### config.mk
export PLATFORM = sky130hd
export DESIGN_NAME = simple_bus_monitor
export DESIGN_NICKNAME = d
export VERILOG_FILES = /design/src/rtl/simple_bus_pkg.sv /design/src/rtl/sat_counter.sv /design/src/rtl/simple_bus_monitor.sv
export SDC_FILE = /design/constraint.sdc
export NUM_CORES = 1
export LEC_CHECK = 0
export CAP_MARGIN = 20
export CORE_MARGIN = 2
export CORE_UTILIZATION = 45
export CTS_BUF_LIST = sky130_fd_sc_hd__clkbuf_4 sky130_fd_sc_hd__clkbuf_8
export CTS_CLUSTER_DIAMETER = 80
export DETAILED_ROUTE_END_ITERATION = 8
export PLACE_DENSITY = 0.76
export SYNTH_ARGS = -nofsm -noshare
export SYNTH_HDL_FRONTEND = slang
export SYNTH_SLANG_ARGS = --single-unit
### constraint.sdc
create_clock -name clock -period 1.5 [get_ports clock]
set_input_delay 0.3 -clock clock [delete_from_list [all_inputs] [get_ports clock]]
set_output_delay 0.3 -clock clock [all_outputs]
set_load 0.01 [all_outputs]
### src/rtl/simple_bus_pkg.sv
// simple_bus_pkg: shared widths, monitor state and error-code enums for the simple bus monitor.
package simple_bus_pkg;

  localparam int ADDR_W = 16;
  localparam int DATA_W = 8;

  typedef enum logic [1:0] {
    IDLE    = 2'd0,
    ADDR_LO = 2'd1,
    DATA    = 2'd2
  } mon_state_e;

  typedef enum logic [1:0] {
    ERR_NONE         = 2'd0,
    ERR_START_IN_TXN = 2'd1,
    ERR_TIMEOUT      = 2'd2,
    ERR_SPURIOUS_DV  = 2'd3
  } err_code_e;

endpackage

### src/rtl/sat_counter.sv
// sat_counter: up-counter that sticks at all-ones; synchronous clear, async active-low reset.
module sat_counter #(
  parameter int W = 16
) (
  input  logic         i_clk,
  input  logic         i_rst_n,
  input  logic         i_inc,
  input  logic         i_clear,
  output logic [W-1:0] o_count
);

  logic [W-1:0] r_count;

  always_ff @(posedge i_clk or negedge i_rst_n) begin
    if (!i_rst_n) r_count <= '0;
    else if (i_clear) r_count <= '0;
    else if (i_inc && r_count != '1) r_count <= r_count + 1'b1;
  end

  assign o_count = r_count;

endmodule

### src/rtl/simple_bus_monitor.sv
// simple_bus_monitor: passive snooper that rebuilds transaction records and flags protocol errors.
// Define SBMON_STATS_EN to add saturating read/write/error counters.
module simple_bus_monitor
  import simple_bus_pkg::*;
#(
  parameter int TIMEOUT = 255,
  parameter int WAIT_W  = 8
) (
  input  logic              clock,
  input  logic              resetN,
  input  logic              start,
  input  logic              read,
  input  logic              dataValid,
  input  logic [DATA_W-1:0] address,
  input  logic [DATA_W-1:0] data,
  output logic              txnValid,
  output logic              txnRead,
  output logic [ADDR_W-1:0] txnAddr,
  output logic [DATA_W-1:0] txnData,
  output logic [WAIT_W-1:0] txnWait,
  output logic              protoErr,
  output logic [1:0]        errCode,
  output logic              busy
`ifdef SBMON_STATS_EN
  ,
  output logic [15:0]       rdCount,
  output logic [15:0]       wrCount,
  output logic [15:0]       errCount
`endif
);

  logic              w_start, w_read, w_dv;
  mon_state_e        r_state, w_state_nx;
  logic [DATA_W-1:0] r_addr_hi, r_addr_lo, w_addr_hi_nx, w_addr_lo_nx;
  logic              r_rd_flag, w_rd_nx;
  logic [WAIT_W-1:0] r_cnt, w_cnt_nx;
  logic              w_txn, w_err;
  err_code_e         w_err_code;

  logic              r_txn_valid, r_txn_read, r_proto_err, r_busy;
  logic [ADDR_W-1:0] r_txn_addr;
  logic [DATA_W-1:0] r_txn_data;
  logic [WAIT_W-1:0] r_txn_wait;
  err_code_e         r_err_code;

  // The bus floats; only a solid 1 counts as asserted.
  assign w_start = (start === 1'b1);
  assign w_read  = (read === 1'b1);
  assign w_dv    = (dataValid === 1'b1);

  always_comb begin
    w_state_nx   = r_state;
    w_addr_hi_nx = r_addr_hi;
    w_addr_lo_nx = r_addr_lo;
    w_rd_nx      = r_rd_flag;
    w_cnt_nx     = r_cnt;
    w_txn        = 1'b0;
    w_err        = 1'b0;
    w_err_code   = ERR_NONE;
    case (r_state)
      IDLE: begin
        if (w_start) begin
          w_addr_hi_nx = address;
          w_state_nx   = ADDR_LO;
        end else if (w_dv) begin
          w_err      = 1'b1;
          w_err_code = ERR_SPURIOUS_DV;
        end
      end
      ADDR_LO: begin
        if (w_start) begin
          w_err        = 1'b1;
          w_err_code   = ERR_START_IN_TXN;
          w_addr_hi_nx = address;
        end else begin
          w_addr_lo_nx = address;
          w_rd_nx      = w_read;
          w_cnt_nx     = '0;
          w_state_nx   = DATA;
        end
      end
      DATA: begin
        // A completing dataValid still reports its record even if start collides with it.
        w_txn = w_dv;
        if (w_start) begin
          w_err        = 1'b1;
          w_err_code   = ERR_START_IN_TXN;
          w_addr_hi_nx = address;
          w_state_nx   = ADDR_LO;
        end else if (w_dv) begin
          w_state_nx = IDLE;
        end else if (r_cnt == WAIT_W'(TIMEOUT)) begin
          w_err      = 1'b1;
          w_err_code = ERR_TIMEOUT;
          w_state_nx = IDLE;
        end else begin
          w_cnt_nx = r_cnt + 1'b1;
        end
      end
      default: w_state_nx = IDLE;
    endcase
  end

  always_ff @(posedge clock or negedge resetN) begin
    if (!resetN) begin
      r_state     <= IDLE;
      r_addr_hi   <= '0;
      r_addr_lo   <= '0;
      r_rd_flag   <= 1'b0;
      r_cnt       <= '0;
      r_txn_valid <= 1'b0;
      r_txn_read  <= 1'b0;
      r_txn_addr  <= '0;
      r_txn_data  <= '0;
      r_txn_wait  <= '0;
      r_proto_err <= 1'b0;
      r_err_code  <= ERR_NONE;
      r_busy      <= 1'b0;
    end else begin
      r_state     <= w_state_nx;
      r_addr_hi   <= w_addr_hi_nx;
      r_addr_lo   <= w_addr_lo_nx;
      r_rd_flag   <= w_rd_nx;
      r_cnt       <= w_cnt_nx;
      r_txn_valid <= w_txn;
      r_proto_err <= w_err;
      r_busy      <= (w_state_nx != IDLE);
      if (w_txn) begin
        r_txn_read <= r_rd_flag;
        r_txn_addr <= {r_addr_hi, r_addr_lo};
        r_txn_data <= data;
        r_txn_wait <= r_cnt;
      end
      if (w_err) r_err_code <= w_err_code;
    end
  end

  assign txnValid = r_txn_valid;
  assign txnRead  = r_txn_read;
  assign txnAddr  = r_txn_addr;
  assign txnData  = r_txn_data;
  assign txnWait  = r_txn_wait;
  assign protoErr = r_proto_err;
  assign errCode  = r_err_code;
  assign busy     = r_busy;

`ifdef SBMON_STATS_EN
  // Counters step on the same edge that raises the matching pulse.
  sat_counter #(.W(16)) u_rd_cnt (
    .i_clk(clock), .i_rst_n(resetN), .i_inc(w_txn & r_rd_flag), .i_clear(1'b0), .o_count(rdCount)
  );
  sat_counter #(.W(16)) u_wr_cnt (
    .i_clk(clock), .i_rst_n(resetN), .i_inc(w_txn & ~r_rd_flag), .i_clear(1'b0), .o_count(wrCount)
  );
  sat_counter #(.W(16)) u_err_cnt (
    .i_clk(clock), .i_rst_n(resetN), .i_inc(w_err), .i_clear(1'b0), .o_count(errCount)
  );
`endif

endmodule

======== Word level (Yosys, flattened, before mapping) ========
Cells that the tools add are included.
word-level totals
  word-level logic and storage cells ...... 58
  memories ................................ 0
  bits in latches ......................... 0
  bits of input ports ..................... 21
  bits in registers ....................... 65
  output and inout port bits .............. 38
  RAM bits ................................ 0
  memory bits (read-only) ................. 0
operators by class
  reduce and logical (&&, ||, !) cells .... 7
  bitwise logic cells ..................... 1
  equality and inequality tests ........... 10
  multiply operators ...................... 0
  $add $sub $neg .......................... 1
  multiplexer cells ....................... 26
  div/mod/pow operators ................... 0
  shift operators ......................... 0
  $lt $le $gt $ge ......................... 0
operators by type and width
  cell                                                                   number
  8-bit two-way mux                                                      4
  2-bit two-way mux                                                      10
  8-bit case mux with 2 select lines                                     1
  2-bit case mux with 3 select lines                                     2
  8-bit by 1-bit adder with 8-bit output, second input constant          1
  8-bit equality test, second input constant                             1
  1-bit two-way mux                                                      8
  2-bit != test, second input constant                                   4
  5-bit AND reduction                                                    1
  2-bit AND reduction                                                    2
  2-bit nonzero test                                                     2
  1-bit case equality test, second input constant                        3
  1-bit case mux with 3 select lines                                     1
  3-bit OR reduction                                                     1
  2-bit by 1-bit equality test with 1-bit output, second input constant  1
  2-bit equality test, second input constant                             1
  2-bit zero test                                                        1
  1-bit NOT                                                              1

======== Depth between registers and ports, before layout ========
  depth after elaboration ................. 6
  gate-level depth with buffers ........... 7
  gate-level depth less buffers ........... 5

======== Least setup slack after synthesis ========
No wires, ideal clock.
  kind .................................... register to register
  start point ............................. register r_state[0]
  end point ............................... register r_cnt[7]
  stages on the path, launching flop included .. 6
  library setup time ...................... 0.066 ns
  clock period less this slack ............ 1.607 ns
  buffers on the path ..................... 1
  required time ........................... 1.434 ns
  slack ................................... -0.107 ns
  arrival ................................. 1.541 ns
  cell sequence ........................... dfrtp_1 buf_6 nor4b_4 o211ai_4 or4_1 nand2_1
on the way
  longest elaborated chain between the ends .. 3
  elaborated cells on any way between the ends .. 9
  classes of those cells .................. 6 x eq/ne; 1 x mux; 2 x reduce/logical
ends and longest elaborated chain
  element                                                                                line                       text
  start: declaration                                                                     simple_bus_monitor.sv:33   mon_state_e r_state, w_state_nx;
  start signal: assignment                                                               simple_bus_monitor.sv:120  r_state <= w_state_nx;
  2-bit equality test or 2-bit by 1-bit equality test with 1-bit output (tied branches)  simple_bus_monitor.sv:60   case (r_state)
  2-bit != test (no line) or 2-bit nonzero test (tied branches)                          --
  5-bit AND reduction (no line)                                                          --
  end signal: assignment                                                                 simple_bus_monitor.sv:124  r_cnt <= w_cnt_nx;
  end: declaration                                                                       simple_bus_monitor.sv:36   logic [WAIT_W-1:0] r_cnt, w_cnt_nx;
Several ways; a longest one is shown, not always the timed one.
A chain may end at the register's enable or synchronous reset.

======== Worst setup path in the final report ========
  start point ............................. register r_state[0]
  end point ............................... register r_cnt[6]
The elaborated chain is that of the path after synthesis.

==> run summary <==
status: finished clean
nets: 360
row cnt: 27
main combinational cell family by area after synthesis: simple AND/OR/NAND/NOR gates
top cell type by total area after synthesis: dfrtp_1
Final Power: 4.93 mW
Root Driver: clkbuf_8
via density per instance: 4.97
setup TNS: 0 ps
flop-to-flop setup slack: 40 ps
CTS clk-pin slew, worst paths: 80 ps
net count after synthesis: 270
FMAX: 687 MHz
post-synthesis compound-gate area fraction: 0.0577
WP data required: 1720 ps
TritonRoute pass-1 iters: 4
final worst-path cycle share: 0.971
Least-Margin Pin Slew: 461 ps
Iteration-0 DRC Markers: 84
area share of the largest cell type after synthesis: 0.626
fin util: 0.675
die area: 0.00640 mm^2
Worst path slowest cell: dfrtp_1
Top-Level Pins: 59
Max clock buf depth: 2
mux cell area share after synthesis: 0.0693
clock buffer count from CTS: 9
Slew headroom: 0.693
share of layout cells above drive strength 1: 0.213
Hold Path Class: in2async
Setup CP Type: reg2reg
worst skew pair latency: 340 ps
leakage power: 1.94 nW
drt total wl: 5.65 mm
Crit path largest cell delay: 430 ps
CP Max Fanout: 3
ANT nets after route: 0
antenna cell count: 0
Synth Area in XOR/XNOR: 0.00674
Min Clock Period, post-route: 1460 ps
area of the core: 0.00554 mm^2
Vias: 2061
CP Cell Sequence: nor4b_4 > buf_4 > buf_4 > and4bb_2 > xnor2_1 > nor2_1
RSZ-0062 raised after global routing: true
largest cells by area after synthesis: dfrtp_1 (63%), nand2_1 (16%), mux2_2 (6.9%)
Slew Viols, Final: 0
Area growth syn-to-layout: 43.9%
Setup crit start kind: flip-flop
CTS Sinks: 65
TritonCTS clock tree: done
sequential share of the synthesized area: 0.626
Synth Area in Adders: 0.00481
fillers: 460
CTS HTree Levels: 3
Yosys reg bits: 65
DRC Markers: 0
most used cell, CP: buf_4
largest net degree at the start of global routing: 28
GR Overflow Total: 0
Hold WS: 445 ps
Total GRT Usage: 0.202
Final Hold Vio Count: 0
max-cap viol count: 0
Final Skew: 11.2 ps
initial antenna violation count: 0
Post-Syn Area: 0.00260 mm^2
number of global-route vias before repair: 2115
Final setup viols: 0
WL/cell: 13.6 um
Port Buffer Count: 58
global-route wire length before repair: 9.74 mm
starting density of the core: 0.469
YS warnings: 0
Power Dens Cells: 1320 mW/mm^2
post-synthesis cell count: 248
Synth Area in Simple Gates: 0.213
Die X: 80.0 um
DP Wirelength: 3.95 mm
Max IR drop VDD: 0.000842 V
endpoint class of the critical path: flip-flop
Synth cell types: 34
Arr. time, crit path: 1680 ps
GPL Wtd Cong: 0.816
die height: 80.0 um
Syn Area/Cell: 10.5 um^2
## sequential cells by signal, summed over array words and instances (netlist names)
signal,flops
r_rd_flag,1
txnData,8
r_cnt,8
errCode,2
txnWait,8
protoErr,1
txnAddr,16
r_state,2
busy,1
r_addr_lo,8
txnValid,1
txnRead,1
r_addr_hi,8
## cells in the final DEF (no fill, tap or decap), types with 2 or more instances in the layout
cell type	instances
mux2_2	16
clkinv_4	2
a21oi_1	3
dfrtp_1	65
nand4_1	2
buf_6	2
inv_1	2
o211ai_1	3
nand2_1	109
bufinv_16	3
nor2_1	4
o21ai_0	6
buf_4	25
nand3_1	3
clkdlybuf4s50_1	17
buf_12	3
dlygate4sd2_1	39
and3_1	2
or3_1	2
clkbuf_8	10
## layer usage
layer / routed length [um] / vias up / track usage
li1: - / 999 / -
met1: 2480 / 993 / 0.259
met2: 2770 / 61 / 0.328
met3: 281 / 8 / 0.0430
met4: 119 / 0 / 0.0915
met5: 0 / - / 0
## power by group
| part | internal [mW] | switching (mW) | total [mW] |
|---|---|---|---|
| sequential | 2.05 | 0.154 | 2.20 |
| combinational | 0.447 | 0.448 | 0.895 |
| clock | 1.15 | 0.675 | 1.83 |
## cell type report
type | count | area, um^2 | share of cell area
Inverter | 3 | 11.3 | 0.00301
Multi-Input combinational cell | 170 | 951 | 0.254
Clock buffer | 10 | 138 | 0.0368
Timing Repair Buffer | 89 | 810 | 0.216
Clock inverter | 6 | 115 | 0.0308
Sequential cell | 65 | 1630 | 0.435
Tap cell | 72 | 90.1 | 0.0241
## worst paths after layout
| kind | from | to | cells past startpoint |
|---|---|---|---|
| worst max-delay path | r_state[0] | r_cnt[6] | 6 |
| worst min-delay path | resetN | r_addr_lo[6] | 2 |
| worst max register to register | r_state[0] | r_cnt[6] | 6 |
| worst min register to register | r_addr_hi[0] | txnAddr[8] | 2 |
| max in group asynchronous | resetN | txnAddr[8] | 3 |
| min in group clock | r_addr_hi[0] | txnAddr[8] | 2 |
## cell usage after synthesis
cell and instances:
a211o_1 1, or2b_1 1, nand4_1 2, o211ai_1 3, a21oi_2 1, inv_1 2
or3_1 2, dfrtp_1 65, xor2_1 1, o21ai_1 1, or2_2 1, o31ai_1 2
nand2_1 109, o21ai_0 6, buf_1 2, mux2_2 16, ha_1 1, buf_2 3
a21oi_1 3, or4_1 1, and3_1 2, o311ai_0 2, nor4b_4 1, xnor2_1 1
nor2_1 4, o211ai_4 1, clkinv_1 1, a31oi_1 1, nand3_1 4, buf_6 1
nand3b_1 1, or2_1 1, clkbuf_1 4, and4bb_2 1
## cells by family after synthesis
family                   count (synthesis)
AND/OR/NAND/NOR                        130
flip-flops                              65
AO/OA/AOI/OAI                           21
multiplexers                            16
buffers and inverters                   13
XOR/XNOR                                 2
adder cells (fa/ha/maj)                  1
## through the flow
stage	worst slack, ps	std cells	area, um^2
after floorplan	-15.4	248	2610
after global placement	-355	393	3450
after detailed placement	-408	393	3450
after CTS	23.4	410	3660
after global routing	-38.8	415	3740
final	44.2	415	3740
## worst max-delay path, delay by kind of cell, from the launching register on
| family | cells | cell delay (ps) |
|---|---|---|
| XOR/XNOR | 1 | 110 |
| buffers and inverters | 2 | 300 |
| AND/OR/NAND/NOR | 3 | 510 |
| flip-flops | 1 | 430 |
## what timing repair did
item                       CTS  global route
hold endpoints to repair    16             0
setup endpoints to repair   42            36
resized for setup           39            10
buffers inserted             0             5
hold buffers                 1             0
pin swaps                    0             2
No activity file was read; power rests on OpenSTA's default activity.
